`src/rtl/err_display_if.sv`:
```
// Interface between the error/status logic and the err_display_scan display driver.
// The error side uses the master modport; the display driver uses the slave modport.
interface err_display_if #(
   parameter int NUM_DIGITS = 4,
   parameter int NUM_ERR    = 3
);
   logic [NUM_ERR-1:0]    err_in;
   logic                  err_clr;
   logic [3:0]            select;
   logic [NUM_DIGITS-1:0] digitos;
   logic [6:0]            segmentos;
   logic                  err_any;

   modport master (
      output err_in, err_clr, select,
      input  digitos, segmentos, err_any
   );

   modport slave (
      input  err_in, err_clr, select,
      output digitos, segmentos, err_any
   );
endinterface

```
`src/rtl/err_display_scan.sv`:
```
// Time-multiplexed 7-segment driver showing "Err" plus a one-digit code of the selected latched error.
// Optional feature: define ERR_BLINK_EN to blink the segments every BLINK_FRAMES scan frames.
module err_display_scan #(
   parameter int NUM_DIGITS   = 4,
   parameter int NUM_ERR      = 3,
   parameter int SCAN_DIV     = 50000,
   parameter int BLINK_FRAMES = 64
) (
   input  logic         clk0,
   input  logic         reset,
   err_display_if.slave bus
);
   localparam int PRE_W = $clog2(SCAN_DIV);
   localparam int IDX_W = $clog2(NUM_DIGITS);
   localparam logic [6:0] SEG_BLANK = 7'b1111111;
   localparam logic [6:0] SEG_E     = 7'b0000110;
   localparam logic [6:0] SEG_R     = 7'b0101111;

   if (NUM_DIGITS < 4 || NUM_DIGITS > 8 || NUM_ERR < 1 || NUM_ERR > 9 ||
       SCAN_DIV < 2 || BLINK_FRAMES < 1) begin : g_bad_params
      $error("err_display_scan: parameter out of legal range");
   end

   logic [NUM_ERR-1:0] lat;
   logic [PRE_W-1:0]   presc;
   logic [IDX_W-1:0]   idx;
   logic [3:0]         code;
   logic [3:0]         next_code;
   logic [3:0]         auto_code;
   logic [3:0]         sel_code;
   logic [6:0]         glyph;
   logic               seg_on;
   logic               pre_tc;
   logic               frame_wrap;

   function automatic logic [6:0] digit_glyph(input logic [3:0] c);
      case (c)
         4'd1:    digit_glyph = 7'b1111001;
         4'd2:    digit_glyph = 7'b0100100;
         4'd3:    digit_glyph = 7'b0110000;
         4'd4:    digit_glyph = 7'b0011001;
         4'd5:    digit_glyph = 7'b0010010;
         4'd6:    digit_glyph = 7'b0000010;
         4'd7:    digit_glyph = 7'b1111000;
         4'd8:    digit_glyph = 7'b0000000;
         4'd9:    digit_glyph = 7'b0010000;
         default: digit_glyph = SEG_BLANK;
      endcase
   endfunction

   assign pre_tc     = (presc == PRE_W'(SCAN_DIV - 1));
   assign frame_wrap = pre_tc && (idx == IDX_W'(NUM_DIGITS - 1));

   // Code the next frame would show; only sampled at the frame wrap.
   always_comb begin
      // NOTE: every always_comb output gets a default first so no path leaves it unassigned (no latch).
      auto_code = '0;
      sel_code  = '0;
      for (int i = NUM_ERR - 1; i >= 0; i--) begin
         if (lat[i]) auto_code = 4'(i + 1);
      end
      for (int i = 0; i < NUM_ERR; i++) begin
         if (bus.select == 4'(i + 1) && lat[i]) sel_code = 4'(i + 1);
      end
      next_code = (bus.select == 4'd0) ? auto_code : sel_code;
   end

   always_comb begin
      glyph = SEG_BLANK;
      if (code != 4'd0) begin
         if (idx == IDX_W'(NUM_DIGITS - 1))
            glyph = SEG_E;
         else if (idx == IDX_W'(NUM_DIGITS - 2) || idx == IDX_W'(NUM_DIGITS - 3))
            glyph = SEG_R;
         else if (idx == '0)
            glyph = digit_glyph(code);
      end
   end

   always_ff @(posedge clk0 or posedge reset) begin
      if (reset) begin
         lat           <= '0;
         presc         <= '0;
         idx           <= '0;
         code          <= '0;
         bus.err_any   <= 1'b0;
         bus.digitos   <= '1;
         bus.segmentos <= SEG_BLANK;
      end else begin
         // NOTE: non-blocking assignments so every register samples pre-edge values of the others.
         lat         <= bus.err_clr ? bus.err_in : (lat | bus.err_in);
         bus.err_any <= |lat;
         if (pre_tc) begin
            presc <= '0;
            idx   <= frame_wrap ? '0 : idx + IDX_W'(1);
         end else begin
            presc <= presc + PRE_W'(1);
         end
         // Capturing once per frame keeps the whole frame consistent (no tearing).
         if (frame_wrap) code <= next_code;
         bus.digitos   <= ~(NUM_DIGITS'(1) << idx);
         bus.segmentos <= seg_on ? glyph : SEG_BLANK;
      end
   end

`ifdef ERR_BLINK_EN
   localparam int FR_W = $clog2(BLINK_FRAMES + 1);
   logic [FR_W-1:0] frame_cnt;
   logic            phase_on;

   always_ff @(posedge clk0 or posedge reset) begin
      if (reset) begin
         frame_cnt <= '0;
         phase_on  <= 1'b1;
      end else if (frame_wrap) begin
         // A freshly appearing error always starts in the visible phase.
         if (code == 4'd0 && next_code != 4'd0) begin
            frame_cnt <= '0;
            phase_on  <= 1'b1;
         end else if (frame_cnt == FR_W'(BLINK_FRAMES - 1)) begin
            frame_cnt <= '0;
            phase_on  <= ~phase_on;
         end else begin
            frame_cnt <= frame_cnt + FR_W'(1);
         end
      end
   end

   assign seg_on = phase_on;
`else
   assign seg_on = 1'b1;
`endif
endmodule

```
`src/flat_wrapper.sv`:
```
// flat-port wrapper written by rule: the top's interface ports become plain ports
module err_display_scan_flat 
#(
   parameter int NUM_DIGITS   = 4,
   parameter int NUM_ERR      = 3,
   parameter int SCAN_DIV     = 50000,
   parameter int BLINK_FRAMES = 64
)
  (clk0, reset, bus_err_in, bus_err_clr, bus_select, bus_digitos, bus_segmentos, bus_err_any);
  err_display_if #(.NUM_DIGITS(NUM_DIGITS), .NUM_ERR(NUM_ERR)) bus_i ();
  input  logic clk0;
  input  logic reset;
  input wire logic [$bits(bus_i.err_in)-1:0] bus_err_in;
  input wire logic [$bits(bus_i.err_clr)-1:0] bus_err_clr;
  input wire logic [$bits(bus_i.select)-1:0] bus_select;
  output wire logic [$bits(bus_i.digitos)-1:0] bus_digitos;
  output wire logic [$bits(bus_i.segmentos)-1:0] bus_segmentos;
  output wire logic [$bits(bus_i.err_any)-1:0] bus_err_any;
  assign bus_i.err_in = bus_err_in;
  assign bus_i.err_clr = bus_err_clr;
  assign bus_i.select = bus_select;
  assign bus_digitos = bus_i.digitos;
  assign bus_segmentos = bus_i.segmentos;
  assign bus_err_any = bus_i.err_any;
  err_display_scan #(.NUM_DIGITS(NUM_DIGITS), .NUM_ERR(NUM_ERR), .SCAN_DIV(SCAN_DIV), .BLINK_FRAMES(BLINK_FRAMES)) u_core (.clk0(clk0), .reset(reset), .bus(bus_i));
endmodule
```
`config.mk`:
```
export PLATFORM = sky130hd
export DESIGN_NAME = err_display_scan_flat
export DESIGN_NICKNAME = d
export VERILOG_FILES = /design/src/rtl/err_display_if.sv /design/src/rtl/err_display_scan.sv /design/src/flat_wrapper.sv
export SDC_FILE = /design/constraint.sdc
export NUM_CORES = 1
export LEC_CHECK = 0
export CAP_MARGIN = 30
export CORE_UTILIZATION = 53
export CTS_CLUSTER_SIZE = 20
export DETAILED_ROUTE_END_ITERATION = 10
export PLACE_DENSITY = 0.78
export REMOVE_ABC_BUFFERS = 1
export SYNTH_ARGS = -nofsm -noshare
export SYNTH_HDL_FRONTEND = slang
export SYNTH_SLANG_ARGS = --single-unit
```
`constraint.sdc`:
```
create_clock -name clk0 -period 2.7 [get_ports clk0]
set_clock_uncertainty 0.2 [all_clocks]
set_input_delay 0.405 -clock clk0 [delete_from_list [all_inputs] [get_ports clk0]]
set_output_delay 0.405 -clock clk0 [all_outputs]
set_load 0.05 [all_outputs]
```
==> flow_metrics.py <==
metrics = {
    "critical_path": {
        "arrival_ps": 1660,
        "cp_slowest_cell": "clkdlybuf4s50_1",
        "start_kind": "flop",
        "critical_path.max_stage_delay_ps": 790,
        "cp-end-kind": "primary output",
        "cp.required_ps": 2100,
        "worstSetupPathType": "flop to primary output",
        "cp_top_family": "buffers and inverters",
        "path_max_fanout": 2,
        "worst-path-buf-inv": 1,
        "crit_chain": "clkdlybuf4s50_1",
    },
    "clocking": {
        "cts-root-buf": "clkbuf_4",
        "clk_path_buf_depth": 2,
        "numCtsBuffers": 5,
        "cts.sinks": 34,
        "cts_tree": "done",
        "holdBufCountCts": 0,
        "clk_pin_slew_worst_paths_ps": 100,
        "clock_latency_ps": 340,
        "cts_htree_levels": 2,
        "cts-resized-gates": 0,
        "cts_setup_buffers": 0,
    },
    "detailed_routing": {
        "avgRoutedWirePerCell_um": 13.5,
        "drtIter0Drc": 10,
        "dr.pass1.iters": 4,
        "ant_nets": 0,
        "wirelength_um": 2560,
        "route.detailed.drc": 0,
        "num_vias": 1036,
        "viasPerCell": 5.45,
    },
    "logic_synthesis": {
        "synthSimpleGateAreaFrac_pct": 19.8,
        "synthMuxAreaShare_pct": 1.50,
        "synth_fa_ha_area_share_pct": 4.16,
        "synth_area_mm2": 0.00150,
        "ys_top_cells_by_area": "dfrtp_1 40%, dfstp_2 17%, ha_1 4.2%",
        "synth_seq_cells": 34,
        "synth-edff-count": 0,
        "ys_types": 34,
        "synth_common_cells": "24 x dfrtp_1, 10 x dfstp_2, 10 x inv_1, 10 x nor2_1, 8 x nand3_1",
        "synth_flop_cell": "dfrtp_1",
        "yosysTopAreaCell": "dfrtp_1",
        "syn_inst": 131,
        "synth_area_per_cell_um2": 11.5,
        "async_reset_ff_share_pct": 100,
        "synth.most_common_cell": "dfrtp_1",
        "ys_warn_count": 0,
        "synth-xor-area-share_pct": 6.99,
        "synth_top_family_by_area": "simple AND/OR/NAND/NOR gates",
        "synth_compound_area_share_pct": 6.82,
        "synth_top_area_share_pct": 39.9,
        "seq_area_frac_synth_pct": 57.4,
    },
    "layout": {
        "nets": 174,
        "antennaDiodeCount": 0,
        "drive_gt1_share_pct": 13.8,
        "area_delta_synth_final_pct": 19.9,
    },
    "placement": {
        "port-buffer-count": 21,
        "place_congestion": 0.790,
        "dpl.hpwl_um": 1790,
    },
    "floorplanning": {
        "dieWidth_um": 55.3,
        "placementRows": 18,
        "fp.dieH_um": 55.3,
        "ios": 22,
        "die_area_mm2": 0.00305,
        "core_area_mm2": 0.00257,
        "initial_core_util_pct": 58.6,
    },
    "sta": {
        "relSlewSlack_pct": 66.9,
        "final_max_slew_viol_count": 0,
        "hold_ws_ps": 238,
        "fin_crit_sh_pct": 83.9,
        "fmax_mhz": 441,
        "tns_ps": 0,
        "tightestPinTransition_ps": 495,
        "rsz0062_at_grt": "false",
        "min_period_ps": 2270,
        "hold_viol": 0,
        "finalSetupViolCount": 0,
    },
    "grt": {
        "grt_pass1_wl_um": 4610,
        "grt_use_total_pct": 19.7,
        "grt_overflow": 0,
        "grt_max_degree": 35,
        "grt_antenna_before_repair": 0,
        "grt_pass1_vias": 1077,
    },
    "outcome": {
        "status": "complete, no violations",
    },
    "job": {
        "maxCapViolCount": 0,
    },
    "power_and_ir_drop": {
        "power.density_mw_per_mm2": 452,
        "ir_drop_uv": 477,
        "p_leak_uw": 0.000777,
    },
    "worst_hold_path": {
        "hold_path_class": "primary input to async pin",
    },
}
[path summary, 6_finish.rpt]
path / from / end / slack, ps / depth (start not counted)
max: u_core.bus.segmentos[3]$_DFF_PP1_ / bus_segmentos[0] / 430 / 1
max in group asynchronous: reset / u_core.bus.segmentos[1]$_DFF_PP1_ / 1730 / 3
min: reset / u_core.presc[14]$_DFF_PP0_ / 240 / 3
max reg2reg: u_core.presc[5]$_DFF_PP0_ / u_core.code[0]$_DFFE_PP0P_ / 670 / 4
min in group clk0: u_core.presc[0]$_DFF_PP0_ / u_core.presc[0]$_DFF_PP0_ / 310 / 1
min reg2reg: u_core.presc[0]$_DFF_PP0_ / u_core.presc[0]$_DFF_PP0_ / 310 / 1
[layout by cell type, fill, tap and decap left out]
cell and count:
nand3b_1 2, dfstp_2 10, nor4_4 1, or4b_1 1, nor3_1 6, a21o_1 5
nand3_1 8, clkdlybuf4s50_1 21, xor2_1 6, or3_1 2, or3b_2 1, nand2_2 1
nand4_1 5, mux2_1 2, o21a_1 1, or2_2 1, and4_1 1, nor2b_1 2
and2_1 1, and3_1 1, or4_1 1, or4b_4 1, a211oi_1 2, o21ai_0 5
nor4b_1 1, xnor2_1 6, nand2_1 4, o31ai_1 1, buf_4 2, nor2_1 10
dfrtp_1 24, inv_1 10, ha_1 5, a21oi_1 2, clkbuf_4 5, clkbuf_1 3
[kinds of logic (layout without fill, tap and decap cells)]
kind of cell	after synthesis	count (layout)
compound gates	16	16
buf+inv	12	41
mux	2	2
fa+ha+maj	5	5
simple gates	50	50
flops	34	34
xor+xnor	12	12
[stage by stage]
stage / area, um^2 / power (uW) / std cells / setup WS, ps / util [%]
floorplan: 1490 / 542 / 129 / 462 / -
global placement: 1750 / 561 / 182 / 654 / 68.3
detailed placement: 1750 / 563 / 182 / 582 / 68.3
CTS: 1800 / 827 / 190 / 408 / 70.2
global route: 1800 / 846 / 190 / 395 / 70.2
finish: 1800 / 816 / 190 / 434 / 70.2
[worst min-delay path, cell delays in order]
cell and delay (ps):
clkdlybuf4s50_1 390, inv_1 50, buf_4 360
[per-layer routing]
layer,vias up,GRT usage [%],share of wire [%]
met1,502,21.5,44
met2,18,33.7,50
met3,5,4.92,4.2
li1,511,-,-
met4,0,12.9,2.0
met5,-,0,0
[area by class of cell]
type,count,area [um^2]
clock buffers,8,48.8
fillers,201,764
inverters,10,37.5
multi-input cells,85,591
flip-flops and latches,34,863
well taps,30,37.5
repair buffers,23,225
[registers in the layout (all words and copies together) (netlist names)]
name,count
u_core.bus.digitos,4
u_core.lat,3
u_core.bus.err_any,1
u_core.idx,2
u_core.presc,16
u_core.code,2
u_core.bus.segmentos,6
[power breakdown]
part	internal, uW	total (uW)	switching, uW
sequential	513	516	3.10
combinational	18.9	36.4	17.5
clock	104	263	159
total	636	816	180
No activity file was read; power rests on OpenSTA's default activity.
==> variant: new RTL, same settings <==
Add a define of `ERR_BLINK_EN`.
--- a/src/rtl/err_display_scan.sv
+++ b/src/rtl/err_display_scan.sv
@@ -1,5 +1,7 @@
 // Time-multiplexed 7-segment driver showing "Err" plus a one-digit code of the selected latched error.
 // Optional feature: define ERR_BLINK_EN to blink the segments every BLINK_FRAMES scan frames.
+`define ERR_BLINK_EN
+
 module err_display_scan #(
    parameter int NUM_DIGITS   = 4,
    parameter int NUM_ERR      = 3,
Formal check against the unedited RTL: same outputs for any inputs over 10 cycles, from zero or initial values and one cycle with reset high; that may be too few to reach the edited logic, so the function may still have changed.
==> variant against the unedited design <==
Cell count increased by 35%; critical path type unchanged; largest cell class unchanged; final area increased by 32%; synthesized area rose by 32%; fmax is 2.0% higher; critical path depth stayed put; worst hold slack improved by 51 ps; first-iteration DRC count increased to 9.1 times the old value; worst setup slack improved by 45 ps; highest routed layer unchanged; wire length increased by 34%; total power is 58% higher; sequential cell count rose by 8; non-clock buffer count is the same.
==> variant: results (changes against the unedited design) <==
status finished clean (unchanged); share of layout cells above drive strength 1 16.2% (was 13.8%); top sig layer met4 (unchanged); synthesized area per cell 10.8 sq um (was 11.5 sq um); HP Class flip-flop to flip-flop (was primary input to asynchronous set/reset pin); biggest regs u_core.presc (16), u_core.frame_cnt (7), u_core.bus.segmentos (6) (was u_core.presc (16), u_core.bus.segmentos (6), u_core.bus.digitos (4)); fill count 273 (was 201); most common library cells after synthesis 31 x dfrtp_1, 17 x nor2_1, 16 x nand2_1 (was 24 x dfrtp_1, 10 x dfstp_2, 10 x inv_1, 10 x nor2_1, 8 x nand3_1); buffers added on ports 21 (unchanged); compound-cell area share of the yosys netlist 10.7% (was 6.82%); post-detail-place hpwl 2520 um (was 1790 um); Layout Nets 225 (was 174); final instance count without filler cells 256 (was 190); GP Congestion 0.781 (was 0.790); Final min period 2220 ps (was 2270 ps); Distinct cells, synth 41 (was 34); Clock Latency Late Sink 300 ps (was 340 ps); post-CTS sizing 0 (unchanged); ranking of synthesized cells by area dfrtp_1 39%, dfstp_2 15%, ha_1 3.8%, xor2_1 3.5%, nor2_1 3.2% (was dfrtp_1 40%, dfstp_2 17%, ha_1 4.2%, xnor2_1 3.5%, xor2_1 3.5%); largest fanout on the critical path 1 (was 2); critical path endpoint bus_segmentos[5] (was bus_segmentos[0]); gr usage total 21.0% (was 19.7%); routed wl met3 162 um (was 107 um); R2R depth 6 (was 4); dpl ws 451 ps (was 582 ps); XOR/XNOR Fraction of Synth Area 6.62% (was 6.99%); met2 wire length 1680 um (was 1280 um); vias per cell 5.50 (was 5.45); Pleak 1.04 nW (was 0.777 nW); initial antenna violation count 0 (unchanged); Setup crit start u_core.bus.segmentos[5]$_DFF_PP1_ (was u_core.bus.segmentos[3]$_DFF_PP1_); R2R setup slack 700 ps (was 670 ps); Clock transition at path regs 80 ps (was 100 ps); post-synthesis mux area share 0.567% (was 1.50%); critical path's slowest cell clkdlybuf4s50_1 (unchanged); Starting DRT DRC Count 91 (was 10); final hold violations 0 (unchanged); placed cell areas 0.00223 sq mm (was 0.00175 sq mm); Root Buffer clkbuf_8 (was clkbuf_4); hold endpoint u_core.frame_cnt[6]$_DFFE_PP0P_; vias in the first global route 1469 (was 1077); DP Cell Count 248 (was 182); VDD IR max 347 uV (was 477 uV); M1 WL 1520 um (was 1120 um); Worst-Margin Slew 502 ps (was 495 ps); FF-to-FF End u_core.frame_cnt[6]$_DFFE_PP0P_ (was u_core.code[0]$_DFFE_PP0P_); Routed WL 3420 um (was 2560 um); first-pass GRT wire length 6330 um (was 4610 um); post-synthesis adder-cell area fraction 3.78% (was 4.16%); largest net degree at the start of global routing 43 (was 35); Worst R2R Start u_core.presc[0]$_DFF_PP0_ (was u_core.presc[5]$_DFF_PP0_); sequential area share after synthesis 53.7% (was 57.4%); Post-synth EDFFs 0 (unchanged); Max stage delay on crit path 790 ps (about the same); WP data arrival 1620 ps (was 1660 ps)
## variant: cell count changes in the layout (fill, tap and decap cells not counted), moves of 3 or more
| cell | change |
|---|---|
| clkbuf_1 | -3 |
| clkbuf_4 | -5 |
| clkbuf_8 | +6 |
| dfrtp_1 | +7 |
| nand2_1 | +12 |
| nand3_1 | +3 |
| nor2_1 | +7 |
| nor3_1 | -4 |
| o21ai_0 | +5 |
| o21ai_2 | +3 |
## variant: cells by family (layout without fill, tap and decap cells)
group | Yosys count | after routing
XOR/XNOR | 15 | 15
multiplexers | 1 | 1
adder cells (fa/ha/maj) | 6 | 6
flip-flops | 42 | 42
buffers and inverters | 16 | 43
AND/OR/NAND/NOR | 74 | 74
AO/OA/AOI/OAI | 29 | 29
## variant: where the power goes
| part | internal (mW) | switching (mW) |
|---|---|---|
| clock network | 0.394 | 0.212 |
| logic | 0.0222 | 0.0258 |
| registers | 0.633 | 0.00460 |
## variant: metal layers
layer,global-route usage (%),vias to the layer above
met2,34.8,44
met4,8.81,0
met3,7.25,5
li1,-,682
met1,24.6,678
met5,0,-
## variant: area by class of cell
cell class | count | area, sq um | area share, %
clock buffer | 6 | 82.6 | 3.48
multi-input combinational | 125 | 840 | 35.4
timing repair buffer | 23 | 225 | 9.48
tap | 46 | 57.6 | 2.42
inverter | 12 | 45.0 | 1.90
sequential | 42 | 1060 | 44.8
clock inverter | 2 | 60.1 | 2.53
## variant: through the flow
stage / hold WS, ps / util [%]
floorplan: 246 / -
global placement: 270 / 64.4
detailed placement: 268 / 64.4
CTS: 291 / 68.5
global route: 319 / 68.5
finish: 290 / 68.5
